### src/rtl/rom_arbiter_pkg.sv
// Shared definitions for the two-requester ROM arbiter.
//   - Default ROM geometry (address and word width).
//   - Arbiter state encoding (IDLE, READ, RESP) in 2 bits.
//   - Requester-id type (1 bit) and a helper that names the other requester.
package rom_arbiter_pkg;

    localparam int ADDR_W_DEF = 5;
    localparam int DATA_W_DEF = 8;

    typedef enum logic [1:0] {
        IDLE = 2'd0,
        READ = 2'd1,
        RESP = 2'd2
    } state_t;

    typedef logic req_id_t;

    localparam req_id_t REQ_ID_0 = 1'b0;
    localparam req_id_t REQ_ID_1 = 1'b1;

    // The requester that did not win; the round-robin pointer moves here.
    function automatic req_id_t other_id(input req_id_t id);
        return ~id;
    endfunction

endpackage

### src/rtl/rom32x8.sv
// Synchronous-read ROM, entry[i] = (i + 1) mod 2^DATA_W.
// Ports:
//   clk      - clock
//   en       - read enable; data_out updates one cycle after en is sampled high
//   addr     - read address
//   data_out - registered read data; holds its value while en is low
// No reset: the contents are fixed and the output is only consumed after a read.
module rom32x8
    import rom_arbiter_pkg::*;
#(
    parameter int ADDR_W = ADDR_W_DEF,
    parameter int DATA_W = DATA_W_DEF
) (
    input  logic              clk,
    input  logic              en,
    input  logic [ADDR_W-1:0] addr,
    output logic [DATA_W-1:0] data_out
);

    // Registered read; the contents are generated from the address directly.
    always_ff @(posedge clk) begin
        if (en) begin
            data_out <= DATA_W'(addr) + DATA_W'(1'b1);
        end else begin
            data_out <= data_out;
        end
    end

endmodule

### src/rtl/rom_arbiter.sv
// Round-robin arbiter granting two requesters access to a shared ROM.
// Ports:
//   clk            - clock
//   rst            - synchronous active-high reset
//   req0, req1     - read requests, held until the matching gnt pulse
//   addr0, addr1   - read addresses, stable while the matching req is high
//   gnt0, gnt1     - one-cycle pulse: request and address accepted
//   rvalid0/1      - one-cycle pulse: rdata holds the word for that requester
//   rdata          - shared read data, holds its last value between responses
//   busy           - high whenever the arbiter is not in IDLE
// A transaction takes IDLE -> READ -> RESP, so at most one read per 3 cycles.
module rom_arbiter
    import rom_arbiter_pkg::*;
#(
    parameter int ADDR_W = ADDR_W_DEF,
    parameter int DATA_W = DATA_W_DEF
) (
    input  logic              clk,
    input  logic              rst,
    input  logic              req0,
    input  logic              req1,
    input  logic [ADDR_W-1:0] addr0,
    input  logic [ADDR_W-1:0] addr1,
    output logic              gnt0,
    output logic              gnt1,
    output logic              rvalid0,
    output logic              rvalid1,
    output logic [DATA_W-1:0] rdata,
    output logic              busy
);

    state_t            state_r;
    state_t            state_next_s;
    req_id_t           id_r;
    req_id_t           id_next_s;
    req_id_t           ptr_r;
    req_id_t           ptr_next_s;
    req_id_t           win_s;
    logic [ADDR_W-1:0] addr_r;
    logic [ADDR_W-1:0] addr_next_s;

    logic              gnt0_r;
    logic              gnt1_r;
    logic              rvalid0_r;
    logic              rvalid1_r;
    logic              busy_r;
    logic [DATA_W-1:0] rdata_r;

    logic              gnt0_next_s;
    logic              gnt1_next_s;
    logic              rvalid0_next_s;
    logic              rvalid1_next_s;

    logic              rom_en_s;
    logic [DATA_W-1:0] rom_data_s;

    rom32x8 #(
        .ADDR_W (ADDR_W),
        .DATA_W (DATA_W)
    ) u_rom (
        .clk      (clk),
        .en       (rom_en_s),
        .addr     (addr_r),
        .data_out (rom_data_s)
    );

    // Next-state, latch and output-pulse decode for the arbiter FSM.
    always_comb begin
        state_next_s   = state_r;
        id_next_s      = id_r;
        addr_next_s    = addr_r;
        ptr_next_s     = ptr_r;
        win_s          = REQ_ID_0;
        gnt0_next_s    = 1'b0;
        gnt1_next_s    = 1'b0;
        rvalid0_next_s = 1'b0;
        rvalid1_next_s = 1'b0;
        rom_en_s       = 1'b0;

        case (state_r)
            IDLE: begin
                if (req0 || req1) begin
                    // A lone request wins outright; a tie goes to the pointer.
                    if (req0 && req1) begin
                        win_s = ptr_r;
                    end else if (req1) begin
                        win_s = REQ_ID_1;
                    end else begin
                        win_s = REQ_ID_0;
                    end
                    id_next_s    = win_s;
                    addr_next_s  = (win_s == REQ_ID_1) ? addr1 : addr0;
                    ptr_next_s   = other_id(win_s);
                    // The grant register loads now so the pulse lands in READ.
                    gnt0_next_s  = (win_s == REQ_ID_0);
                    gnt1_next_s  = (win_s == REQ_ID_1);
                    state_next_s = READ;
                end else begin
                    state_next_s = IDLE;
                end
            end
            READ: begin
                rom_en_s       = 1'b1;
                // The response register loads now so the pulse lands in RESP.
                rvalid0_next_s = (id_r == REQ_ID_0);
                rvalid1_next_s = (id_r == REQ_ID_1);
                state_next_s   = RESP;
            end
            RESP: begin
                state_next_s = IDLE;
            end
            default: begin
                state_next_s = IDLE;
            end
        endcase
    end

    // State, round-robin pointer and latched request registers.
    always_ff @(posedge clk) begin
        if (rst) begin
            state_r <= IDLE;
            ptr_r   <= REQ_ID_0;
            id_r    <= REQ_ID_0;
            addr_r  <= {ADDR_W{1'b0}};
        end else begin
            state_r <= state_next_s;
            ptr_r   <= ptr_next_s;
            id_r    <= id_next_s;
            addr_r  <= addr_next_s;
        end
    end

    // Registered handshake outputs and the held copy of the last read word.
    always_ff @(posedge clk) begin
        if (rst) begin
            gnt0_r    <= 1'b0;
            gnt1_r    <= 1'b0;
            rvalid0_r <= 1'b0;
            rvalid1_r <= 1'b0;
            busy_r    <= 1'b0;
            rdata_r   <= {DATA_W{1'b0}};
        end else begin
            gnt0_r    <= gnt0_next_s;
            gnt1_r    <= gnt1_next_s;
            rvalid0_r <= rvalid0_next_s;
            rvalid1_r <= rvalid1_next_s;
            busy_r    <= (state_next_s != IDLE);
            if (state_r == RESP) begin
                rdata_r <= rom_data_s;
            end else begin
                rdata_r <= rdata_r;
            end
        end
    end

    assign gnt0    = gnt0_r;
    assign gnt1    = gnt1_r;
    assign rvalid0 = rvalid0_r;
    assign rvalid1 = rvalid1_r;
    assign busy    = busy_r;
    // In RESP the ROM register already holds the fresh word, so it is shown
    // alongside rvalid; afterwards the captured copy keeps it stable.
    assign rdata   = (state_r == RESP) ? rom_data_s : rdata_r;

endmodule

### config.mk
export PLATFORM = sky130hd
export DESIGN_NAME = rom_arbiter
export DESIGN_NICKNAME = d
export VERILOG_FILES = /design/src/rtl/rom_arbiter_pkg.sv /design/src/rtl/rom32x8.sv /design/src/rtl/rom_arbiter.sv
export SDC_FILE = /design/constraint.sdc
export NUM_CORES = 1
export LEC_CHECK = 0
export BUFFER_PORTS_ARGS = -buffer_cell sky130_fd_sc_hd__buf_2
export CAP_MARGIN = 10
export CORE_MARGIN = 2
export CORE_UTILIZATION = 55
export CTS_CLUSTER_SIZE = 28
export DETAILED_ROUTE_END_ITERATION = 12
export PLACE_DENSITY = 0.85
export SETUP_SLACK_MARGIN = 0.15
export SYNTH_ARGS = -nofsm -noshare
export SYNTH_HDL_FRONTEND = slang
export SYNTH_SLANG_ARGS = --single-unit
### constraint.sdc
create_clock -name clk -period 2.1 [get_ports clk]
set_input_delay 0.42 -clock clk [delete_from_list [all_inputs] [get_ports clk]]
set_output_delay 0.42 -clock clk [all_outputs]
set_load 0.03 [all_outputs]
==> results.md <==
- Post-CTS Hold Buffers: 0
- Slew headroom: 70.0%
- Worst Setup Path Type: register to primary output
- Die Wd: between 40 and 50 um
- Global Route met2 Usage: 32.7%
- Remaining Overflow, GRT: 0
- R2R depth: 4
- Core Region: 0.00196 mm2
- Via-to-Cell Ratio: 5.04
- Adder and majority gate portion of the synthesized area: 1.10%
- Post-Route WL: 1930 um
- DRT antenna net count: 0
- Clk slew on worst S/H paths: between 0.1 and 0.15 ns
- Final nets: 148
- Proportion of synthesized area in mux cells: 7.91%
- Final cell area excluding filler cells: 0.00133 mm2
- GRT busiest layer: met2
- Least-Margin Pin Slew: 0.448 ns
- LEAKAGE: 0.600 nW
- Largest net degree at the start of global routing: 16
- Clk sinks: 28
- Mapped cell area: 0.00114 mm2
- Final hold violation count: 0
- Gr usage total: 17.9%
- Share of cells above drive strength 1: 37.1%
- Most common cell after layout, fill and taps aside: buf_2
- Hold Path Class: input pin to register
- Largest family of logic cells by synthesized area: simple AND/OR/NAND/NOR gates
- Worst endpoint data arrival time: 1.46 ns
- Worst Setup End Kind: primary output
- Finished Core Util: between 60% and 70%
- RSZ-0062 raised after global routing: false
- Initial antenna violation count: 0
- Clock skew: slightly above 0.008 ns
- Seq/Total Area, Yosys: 54.5%
- Fmax achieved: 532 MHz
- Vias in the first global route: 765
- I/O pin total: 27
- Routability Congestion: 0.771
- Row count: 16
- Drt wl/cell: 12.1 um
- TritonCTS clock tree: built
- Worst Hold Depth: 3
- Met1 Usage GRT: 20.3%
- Vias: approximately 800
- Root Buffer: clkbuf_4
- Setup TNS: 0 ns
- Synth Instances: ~100
- IO buf count: 26
- First-pass DRT Iterations: 3
- FFs w/ async S/R, synth: 0%
- Ys Warns: 0
- Worst-skew pair later-pin latency: 0.32 ns
- Max-cap violation count: 0
- Count of final setup violators: 0
- Mean area per synthesized cell: around 11 um2
- Initial core utilization: 58.0%
- Hpwl dp: 1500 um
- Simple-gate portion of the synthesized area: 19.3%
- Ant. Diodes: 0
- Synth Area in Compound Gates: 11.1%
- Max Slew Vio Count: 0
- Crit-path cells: nor2b_4 -> buf_4 -> mux2_4 -> buf_2
- VDD IR-drop max: around 0.44 mV
- Slowest CP cell: dfxtp_2
- Fin cells: about 160
- PwrDens: 751 mW/mm2
- Crit-path max cell delay: about 0.36 ns
- Die area: 0.00245 mm2
- Most frequent cells in the layout: buf_2 (26), dfxtp_1 (21), nand3_1 (9), a21oi_1 (7)
- Max FO, Critical Path: 3
- CTS buffer count: 3
- Fin crit share: 89.5%
- Synth cell types: 32
- DRT iter0 DRCs: 7
- DRC viols: 0
- Run status: complete, no violations
- #FFs+latches synth: 28
- Post-synth top flop: dfxtp_1
- First-pass GRT wire length: 3310 um
- Placed Instance Area: 0.00127 mm2
- Area Growth Syn to Fin: 17.0%
- Final Critical Period: 1.88 ns
- Startpoint types: register
- Die H: roughly 50 um
- Placed Instances: 151
- Clock Path Buffers: 2
- H-Tree Depth: 1
- Met3 usage: 4.55%
- Post-synth EDFFs: 6
- Required @ worst endpoint: around 1.7 ns
- Total power draw: 1.00 mW
- Post-Syn Nets: 117
- Xor/xnor share of the synthesized area: 2.31%
[worst max-delay path, delay by kind of cell (launching register included)]
family | cells | cell delay [ns]
buffers and inverters | 2 | 0.33
DFF | 1 | 0.36
and+or+nand+nor | 1 | 0.16
muxes | 1 | 0.30
[logic make-up (layout without fill, tap and decap cells)]
group,after synthesis,after routing
XOR/XNOR,3,3
multiplexers,6,6
buffers and inverters,8,38
adder cells (fa/ha/maj),1,1
AO/OA/AOI/OAI,20,20
flip-flops,28,28
AND/OR/NAND/NOR,36,36
[per-stage QoR]
| stage | setup slack [ns] | hold WS, ns |
|---|---|---|
| 3_3_place_gp | 0.543 | 0.425 |
| 6_report | 0.221 | 0.365 |
| 2_1_floorplan | 0.725 | 0.406 |
| 3_5_place_dp | 0.499 | 0.435 |
| 5_1_grt | 0.148 | 0.369 |
| 4_1_cts | 0.177 | 0.362 |
[path summary, 6_finish.rpt]
check	startpoint	end	slack, ns
worst max-delay path	state_r[1]$_SDFF_PP0_	rdata[5]	0.22
worst min-delay path	addr0[1]	addr_r[1]$_SDFFE_PP0N_	0.37
worst max register to register	state_r[1]$_SDFF_PP0_	gnt0$_SDFF_PP0_	0.79
worst min register to register	id_r$_SDFFE_PP0N_	rvalid0$_SDFF_PP0_	0.46
[sequential cells by signal, indices dropped and copies added, names as in the netlist]
signal	cells
id_r	1
state_r	2
rdata_r	8
rvalid0	1
gnt1	1
busy	1
rvalid1	1
ptr_r	1
addr_r	5
u_rom.data_out	6
gnt0	1
[synthesized netlist by cell type (all sizes together), types with 3 or more instances]
library cell | instances | share of area (%)
nand3 | 9 | 4.0
edfxtp | 6 | 16
a21oi | 7 | 3.1
dfxtp | 22 | 39
inv | 4 | 1.3
mux2 | 6 | 7.9
nor2 | 6 | 2.6
a311oi | 5 | 3.8
and2 | 9 | 5.4
o21ai | 6 | 2.6
buf | 3 | 2.1
[layer usage]
layer  routed length, um  share of wire, %
met1                 804                42
met2                1010                52
met3                  97               5.0
met5                   0                 0
met4                  17              0.88
[power breakdown]
part | switching, mW | leakage, nW | internal (mW)
clock | 0.146 | 0.0154 | 0.0697
combinational | 0.0979 | 0.346 | 0.0716
sequential | 0.0240 | 0.238 | 0.592
total | 0.268 | 0.600 | 0.733
[what timing repair did]
item | 4_1_cts | 5_1_grt
setup endpoints to repair | 6 | 6
buffers inserted | 3 | 1
gates resized for setup | 0 | 1
[final cells by class]
| cell class | instances | area, um2 |
|---|---|---|
| Fill cell | 170 | 629 |
| Sequential cell | 28 | 622 |
| Multi-Input combinational cell | 66 | 475 |
| Timing Repair Buffer | 30 | 160 |
| Tap cell | 27 | 33.8 |
| Clock buffer | 3 | 22.5 |
| Inverter | 4 | 15.0 |
| Clock inverter | 1 | 3.75 |
No activity file was read; power rests on OpenSTA's default activity.
